==> src/rtl/ajuste_hora.sv <==
// ajuste_hora: two-button time-setting controller for an HH:MM clock.
// The mode button walks RUN -> SET_H -> SET_M -> COMMIT -> RUN; the inc
// button advances the field being edited in BCD. COMMIT issues a one-cycle
// load strobe so the hour/minute counters take the edited value.

// Button front end: 2-flop synchronizer, level debouncer, rising-edge pulse.
module ajuste_hora_btn #(
  parameter int DEBOUNCE_CYCLES = 1_000_000
) (
  input  logic clock,
  input  logic reset,
  input  logic raw,
  output logic press
);

  localparam int DW = (DEBOUNCE_CYCLES > 1) ? $clog2(DEBOUNCE_CYCLES + 1) : 1;

  logic [1:0]    sync;
  logic          level;
  logic          level_q;
  logic [DW-1:0] cnt;

  // Bring the raw asynchronous button into the clock domain.
  always_ff @(posedge clock or negedge reset) begin
    if (!reset) begin
      sync <= 2'b00;
    end else begin
      sync <= {sync[0], raw};
    end
  end

  // Accept a new level only after it has disagreed with the held level for
  // DEBOUNCE_CYCLES consecutive cycles; any agreement restarts the count.
  always_ff @(posedge clock or negedge reset) begin
    if (!reset) begin
      level <= 1'b0;
      cnt   <= '0;
    end else if (sync[1] != level) begin
      if (cnt == DW'(DEBOUNCE_CYCLES - 1)) begin
        level <= sync[1];
        cnt   <= '0;
      end else begin
        level <= level;
        cnt   <= cnt + DW'(1);
      end
    end else begin
      level <= level;
      cnt   <= '0;
    end
  end

  // Delayed copy of the debounced level for edge detection.
  always_ff @(posedge clock or negedge reset) begin
    if (!reset) begin
      level_q <= 1'b0;
    end else begin
      level_q <= level;
    end
  end

  // One pulse per accepted press, however long the button is held.
  assign press = level & ~level_q;

endmodule

// Top level: edit FSM, BCD editing registers and blink generator.
module ajuste_hora #(
  parameter int DEBOUNCE_CYCLES = 1_000_000,
  parameter int BLINK_HALF      = 12_500_000
) (
  input  logic       clock,
  input  logic       reset,
  input  logic       btn_mode,
  input  logic       btn_inc,
  input  logic [1:0] cur_h_msd,
  input  logic [3:0] cur_h_lsd,
  input  logic [2:0] cur_m_msd,
  input  logic [3:0] cur_m_lsd,
  output logic [1:0] set_h_msd,
  output logic [3:0] set_h_lsd,
  output logic [2:0] set_m_msd,
  output logic [3:0] set_m_lsd,
  output logic       load,
  output logic       editing,
  output logic       blink_h,
  output logic       blink_m
);

  localparam int BW = (BLINK_HALF > 1) ? $clog2(BLINK_HALF) : 1;

  typedef enum logic [1:0] {
    RUN    = 2'd0,
    SET_H  = 2'd1,
    SET_M  = 2'd2,
    COMMIT = 2'd3
  } state_t;

  state_t        state;
  state_t        next_state;
  logic          mode_evt;
  logic          inc_evt;
  logic [1:0]    h_msd_next;
  logic [3:0]    h_lsd_next;
  logic [2:0]    m_msd_next;
  logic [3:0]    m_lsd_next;
  logic [5:0]    hour_plus;
  logic [6:0]    minute_plus;
  logic [BW-1:0] blink_cnt;
  logic [BW-1:0] blink_cnt_next;
  logic          phase;
  logic          phase_next;

  // Next BCD hour {msd, lsd}; anything at or past 23 (including captured
  // garbage such as 3x or a non-decimal digit) wraps to 00.
  function automatic logic [5:0] hour_inc(input logic [1:0] msd, input logic [3:0] lsd);
    logic [5:0] r;
    if ((lsd > 4'd9) || (msd == 2'd3) || ((msd == 2'd2) && (lsd >= 4'd3))) begin
      r = 6'd0;
    end else if (lsd == 4'd9) begin
      r = {msd + 2'd1, 4'd0};
    end else begin
      r = {msd, lsd + 4'd1};
    end
    return r;
  endfunction

  // Next BCD minute {msd, lsd}; 59 and anything out of range wrap to 00.
  function automatic logic [6:0] minute_inc(input logic [2:0] msd, input logic [3:0] lsd);
    logic [6:0] r;
    if ((lsd > 4'd9) || (msd > 3'd5) || ((msd == 3'd5) && (lsd == 4'd9))) begin
      r = 7'd0;
    end else if (lsd == 4'd9) begin
      r = {msd + 3'd1, 4'd0};
    end else begin
      r = {msd, lsd + 4'd1};
    end
    return r;
  endfunction

  ajuste_hora_btn #(.DEBOUNCE_CYCLES(DEBOUNCE_CYCLES)) u_mode_btn (
    .clock (clock),
    .reset (reset),
    .raw   (btn_mode),
    .press (mode_evt)
  );

  ajuste_hora_btn #(.DEBOUNCE_CYCLES(DEBOUNCE_CYCLES)) u_inc_btn (
    .clock (clock),
    .reset (reset),
    .raw   (btn_inc),
    .press (inc_evt)
  );

  assign hour_plus   = hour_inc(set_h_msd, set_h_lsd);
  assign minute_plus = minute_inc(set_m_msd, set_m_lsd);

  // Edit sequence: each mode press moves one step; COMMIT lasts one cycle.
  always_comb begin
    next_state = state;
    case (state)
      RUN: begin
        if (mode_evt) next_state = SET_H;
        else          next_state = RUN;
      end
      SET_H: begin
        if (mode_evt) next_state = SET_M;
        else          next_state = SET_H;
      end
      SET_M: begin
        if (mode_evt) next_state = COMMIT;
        else          next_state = SET_M;
      end
      COMMIT: begin
        next_state = RUN;
      end
      default: begin
        next_state = RUN;
      end
    endcase
  end

  // FSM state register.
  always_ff @(posedge clock or negedge reset) begin
    if (!reset) begin
      state <= RUN;
    end else begin
      state <= next_state;
    end
  end

  // Editing value: capture on entry, increment the active field; a mode
  // press in the same cycle as an inc press wins and the inc is dropped.
  always_comb begin
    h_msd_next = set_h_msd;
    h_lsd_next = set_h_lsd;
    m_msd_next = set_m_msd;
    m_lsd_next = set_m_lsd;
    case (state)
      RUN: begin
        if (mode_evt) begin
          h_msd_next = cur_h_msd;
          h_lsd_next = cur_h_lsd;
          m_msd_next = cur_m_msd;
          m_lsd_next = cur_m_lsd;
        end else begin
          h_msd_next = set_h_msd;
        end
      end
      SET_H: begin
        if (!mode_evt && inc_evt) begin
          h_msd_next = hour_plus[5:4];
          h_lsd_next = hour_plus[3:0];
        end else begin
          h_msd_next = set_h_msd;
        end
      end
      SET_M: begin
        if (!mode_evt && inc_evt) begin
          m_msd_next = minute_plus[6:4];
          m_lsd_next = minute_plus[3:0];
        end else begin
          m_msd_next = set_m_msd;
        end
      end
      default: begin
        h_msd_next = set_h_msd;
      end
    endcase
  end

  // Editing value registers, which drive the set_* outputs directly.
  always_ff @(posedge clock or negedge reset) begin
    if (!reset) begin
      set_h_msd <= 2'd0;
      set_h_lsd <= 4'd0;
      set_m_msd <= 3'd0;
      set_m_lsd <= 4'd0;
    end else begin
      set_h_msd <= h_msd_next;
      set_h_lsd <= h_lsd_next;
      set_m_msd <= m_msd_next;
      set_m_lsd <= m_lsd_next;
    end
  end

  // Blink timebase: restarts with phase 0 whenever the state changes so the
  // newly selected field always starts visible.
  always_comb begin
    blink_cnt_next = blink_cnt;
    phase_next     = phase;
    if (next_state != state) begin
      blink_cnt_next = '0;
      phase_next     = 1'b0;
    end else if (blink_cnt == BW'(BLINK_HALF - 1)) begin
      blink_cnt_next = '0;
      phase_next     = ~phase;
    end else begin
      blink_cnt_next = blink_cnt + BW'(1);
      phase_next     = phase;
    end
  end

  // Blink counter, phase and the per-field blank requests.
  always_ff @(posedge clock or negedge reset) begin
    if (!reset) begin
      blink_cnt <= '0;
      phase     <= 1'b0;
      blink_h   <= 1'b0;
      blink_m   <= 1'b0;
    end else begin
      blink_cnt <= blink_cnt_next;
      phase     <= phase_next;
      blink_h   <= (next_state == SET_H) & phase_next;
      blink_m   <= (next_state == SET_M) & phase_next;
    end
  end

  // Status outputs registered from the next state so they line up with it.
  always_ff @(posedge clock or negedge reset) begin
    if (!reset) begin
      load    <= 1'b0;
      editing <= 1'b0;
    end else begin
      load    <= (next_state == COMMIT);
      editing <= (next_state != RUN);
    end
  end

endmodule
==> config.mk <==
export PLATFORM = sky130hd
export DESIGN_NAME = ajuste_hora
export DESIGN_NICKNAME = d
export VERILOG_FILES = /design/src/rtl/ajuste_hora.sv
export SDC_FILE = /design/constraint.sdc
export NUM_CORES = 1
export LEC_CHECK = 0
export ABC_AREA = 1
export BUFFER_PORTS_ARGS = -buffer_cell sky130_fd_sc_hd__clkbuf_2
export CAP_MARGIN = 10
export CORE_MARGIN = 3
export CORE_UTILIZATION = 45
export CTS_BUF_LIST = sky130_fd_sc_hd__clkbuf_2
export CTS_CLUSTER_DIAMETER = 80
export DETAILED_ROUTE_END_ITERATION = 8
export PLACE_DENSITY = 0.6
export SYNTH_ARGS = -nofsm -noshare
export SYNTH_HDL_FRONTEND = slang
export SYNTH_SLANG_ARGS = --single-unit
==> constraint.sdc <==
create_clock -name clock -period 1.6 [get_ports clock]
set_input_delay 0.08 -clock clock [delete_from_list [all_inputs] [get_ports clock]]
set_output_delay 0.08 -clock clock [all_outputs]
set_load 0.02 [all_outputs]
==> metrics.csv <==
metric,value,unit
start_util,46.5,%
routed_via_density,4.84,
synth.area.top_cells,"dfrtp_1 45%, nand2_1 12%, nor2_1 12%",
crit_required,2.04,ns
numCtsBuffers,9,
io_buffers,33,
cp_top_family,simple AND/OR/NAND/NOR gates,
fmax,655,MHz
hold_viol,0,
max_cap_violations,0,
grt_max_degree,53,
fin_skew,0.0190,ns
status,"complete, no violations",
power_density,586,nW/um^2
switching_share,25.1,%
power.total,3510,uW
comb_power_share,5.6,%
internal_power,2630,uW
cts_tree,built,
grt_pass1_wl,18.3,mm
crit_chain,nand2_1 > nor2_2 > inv_1 > nor2_1 > nand3_1 > nand2_2 > buf_4 > nor2_1,
clk_pin_slew,0.24,ns
slowest_delay,0.47,ns
n_fill_cell,1067,
drc,0,
grt.busiest_layer,met2,
met2_usage,28.3,%
place_congestion,0.901,
pwr-share-seq,67.2,%
hp-class,in -> async,
ys_warn_count,0,
met3_usage,3.07,%
antenna_left,0,
num_vias,4415,
hpwlAfterDp,7.84,mm
layout.nets,792,
global_route.usage.met1,23.7,%
slowest_stage,dfrtp_1,
arrival,1.97,ns
syn_to_final_growth,17.8,%
antenna_found_initial,0,
wirelength,10.8,mm
path_max_fanout,7,
layout.cells.most_common_list,"160 x nand2_1, 155 x nor2_1, 92 x dfrtp_1, 80 x inv_1, 42 x clkbuf_2",
syn_nets,705,
clock-root-buffer,clkbuf_2,
synth.top_cell.area_share,45.3,%
yosys.cell_types.count,31,
die_w,112,um
core,10900,sq um
clock_path_buffers,2,
syn_inst,681,
cts.sinks,92,
layout_commonest_cell,nand2_1,
syn_avg_cell_area,7.46,sq um
post_drt_wl_per_cell,11.8,um
grt-ovfl-total,0,
first_global_vias,4091,
fp.dieH,112,um
dp_cells,863,
ios,34,
startpoint_type,flop,
async_flop_share,100,%
cts.htree.levels,3,
finish.utilization,54.8,%
end_kind,flop,
vdd_drop_max,293,uV
dieArea,12600,sq um
synth_area,5080,sq um
yosysSeqAreaShare,45.3,%
p_leak,0.00284,uW
drtIter0Drc,249,
ys_seq_elements,92,
power_switching,882,uW
synth_edf_count,0,
synth_flop_cell,dfrtp_1,
track_usage,17.3,%
setup_tns,0,ns
path_buf_inv,2,
finalCritPeriodShare,95.5,%
cpMostUsedCell,nor2_1,
period_needed,1.53,ns
report.final.slew_viol_count,0,
clkLatencyLatePin,0.53,ns
insertedDiodeCount,0,
first_pass_iters,5,
worst_pin_slew,0.886,ns
final_cell_count_no_fill,912,
slew_headroom,40.8,%
p_clk_share,27.3,%
layout-drive-gt1-share,18.4,%
synth_top_area_cell,dfrtp_1,
finalSetupViolations,0,
rows,38,
path_class,reg -> reg,
[worst min-delay path: cells and delay by family]
kind	cells	cell delay [ns]
buffers and inverters	3	0.92
[worst paths after layout]
path | startpoint | end | slack, ns | cells past startpoint
worst min register to register | u_mode_btn.sync[0] | u_mode_btn.sync[1] | 0.38 | 0
max in group asynchronous | reset | u_inc_btn.level_q | 0.29 | 3
worst min-delay path | reset | blink_cnt[20] | 0.03 | 3
worst max-delay path | blink_cnt[12] | blink_cnt[1] | 0.07 | 8
worst max register to register | blink_cnt[12] | blink_cnt[1] | 0.07 | 8
min in group clock | btn_mode | u_mode_btn.sync[0] | 0.19 | 2
[routing by layer]
layer | vias up | share of wire, %
li1 | 2272 | -
met1 | 2066 | 47
met2 | 65 | 49
met3 | 12 | 3.0
met4 | 0 | 1.2
met5 | - | 0
[power by group through the flow]
| stage | sequential, uW | combinational, uW | clock, uW |
|---|---|---|---|
| 6_report | 2360 | 196 | 957 |
| 2_1_floorplan | 2400 | 53.9 | 0 |
| 5_1_grt | 2360 | 224 | 1090 |
| 3_3_place_gp | 2400 | 140 | 0 |
| 4_1_cts | 2360 | 177 | 1010 |
| 3_5_place_dp | 2400 | 143 | 0 |
[stage by stage]
stage | cell area (sq um) | hold slack (ns) | worst slack, ns
after floorplan | 5080 | -0.216 | 0.115
after global placement | 5500 | -0.0130 | 0.102
after detailed placement | 5500 | -0.00856 | 0.0508
after CTS | 5750 | 0.0175 | 0.0227
after global routing | 5990 | 0.0257 | -0.0343
final | 5990 | 0.0308 | 0.0722
[state kept, by name, summed over array words and instances, names as in the netlist, 2 cells and up]
register and cells:
blink_cnt 24, set_h_lsd 4, set_h_msd 2, set_m_lsd 4, set_m_msd 3, state 2, u_inc_btn.cnt 20, u_inc_btn.sync 2
u_mode_btn.cnt 20, u_mode_btn.sync 2
[synth_stat cells (5+ instances only)]
library cell    n
dfrtp_1        92
xnor2_1        12
o21ai_0         5
nand4_1        10
xor2_1         20
inv_1          80
nor2_1        158
nor2_4          5
ha_1            7
nor2_2          9
nor3_1         17
nand2_1       164
a21oi_1        19
nand3_1        36
nand2_2        12
inv_2           8
[cells by family (layout without fill, tap and decap cells)]
group | Yosys count | in the layout | share of synthesized area, %
AO/OA/AOI/OAI | 34 | 34 | 3.87
XOR/XNOR | 32 | 32 | 5.51
adder cells (fa/ha/maj) | 7 | 7 | 1.72
buffers and inverters | 91 | 182 | 7.04
flip-flops | 92 | 92 | 45.3
multiplexers | 1 | 1 | 0.197
AND/OR/NAND/NOR | 424 | 424 | 36.4
[final cells by class]
cell class              instances  area [sq um]  area share, %
clock buffers                  10          50.0          0.836
repair buffers                 79           568           9.48
clock inverters                 5          30.0          0.501
inverters                      88           330           5.51
well taps                     140           175           2.92
flip-flops and latches         92          2300           38.4
multi-input cells             498          2530           42.3
[timing repair]
item | in CTS | in global routing
resized for setup | 0 | 26
endpoints found under the hold margin | 107 | 0
hold buffers | 17 | 0
setup buffers | 0 | 17
endpoints found under the setup margin | 0 | 45
No activity file was read; power rests on OpenSTA's default activity.
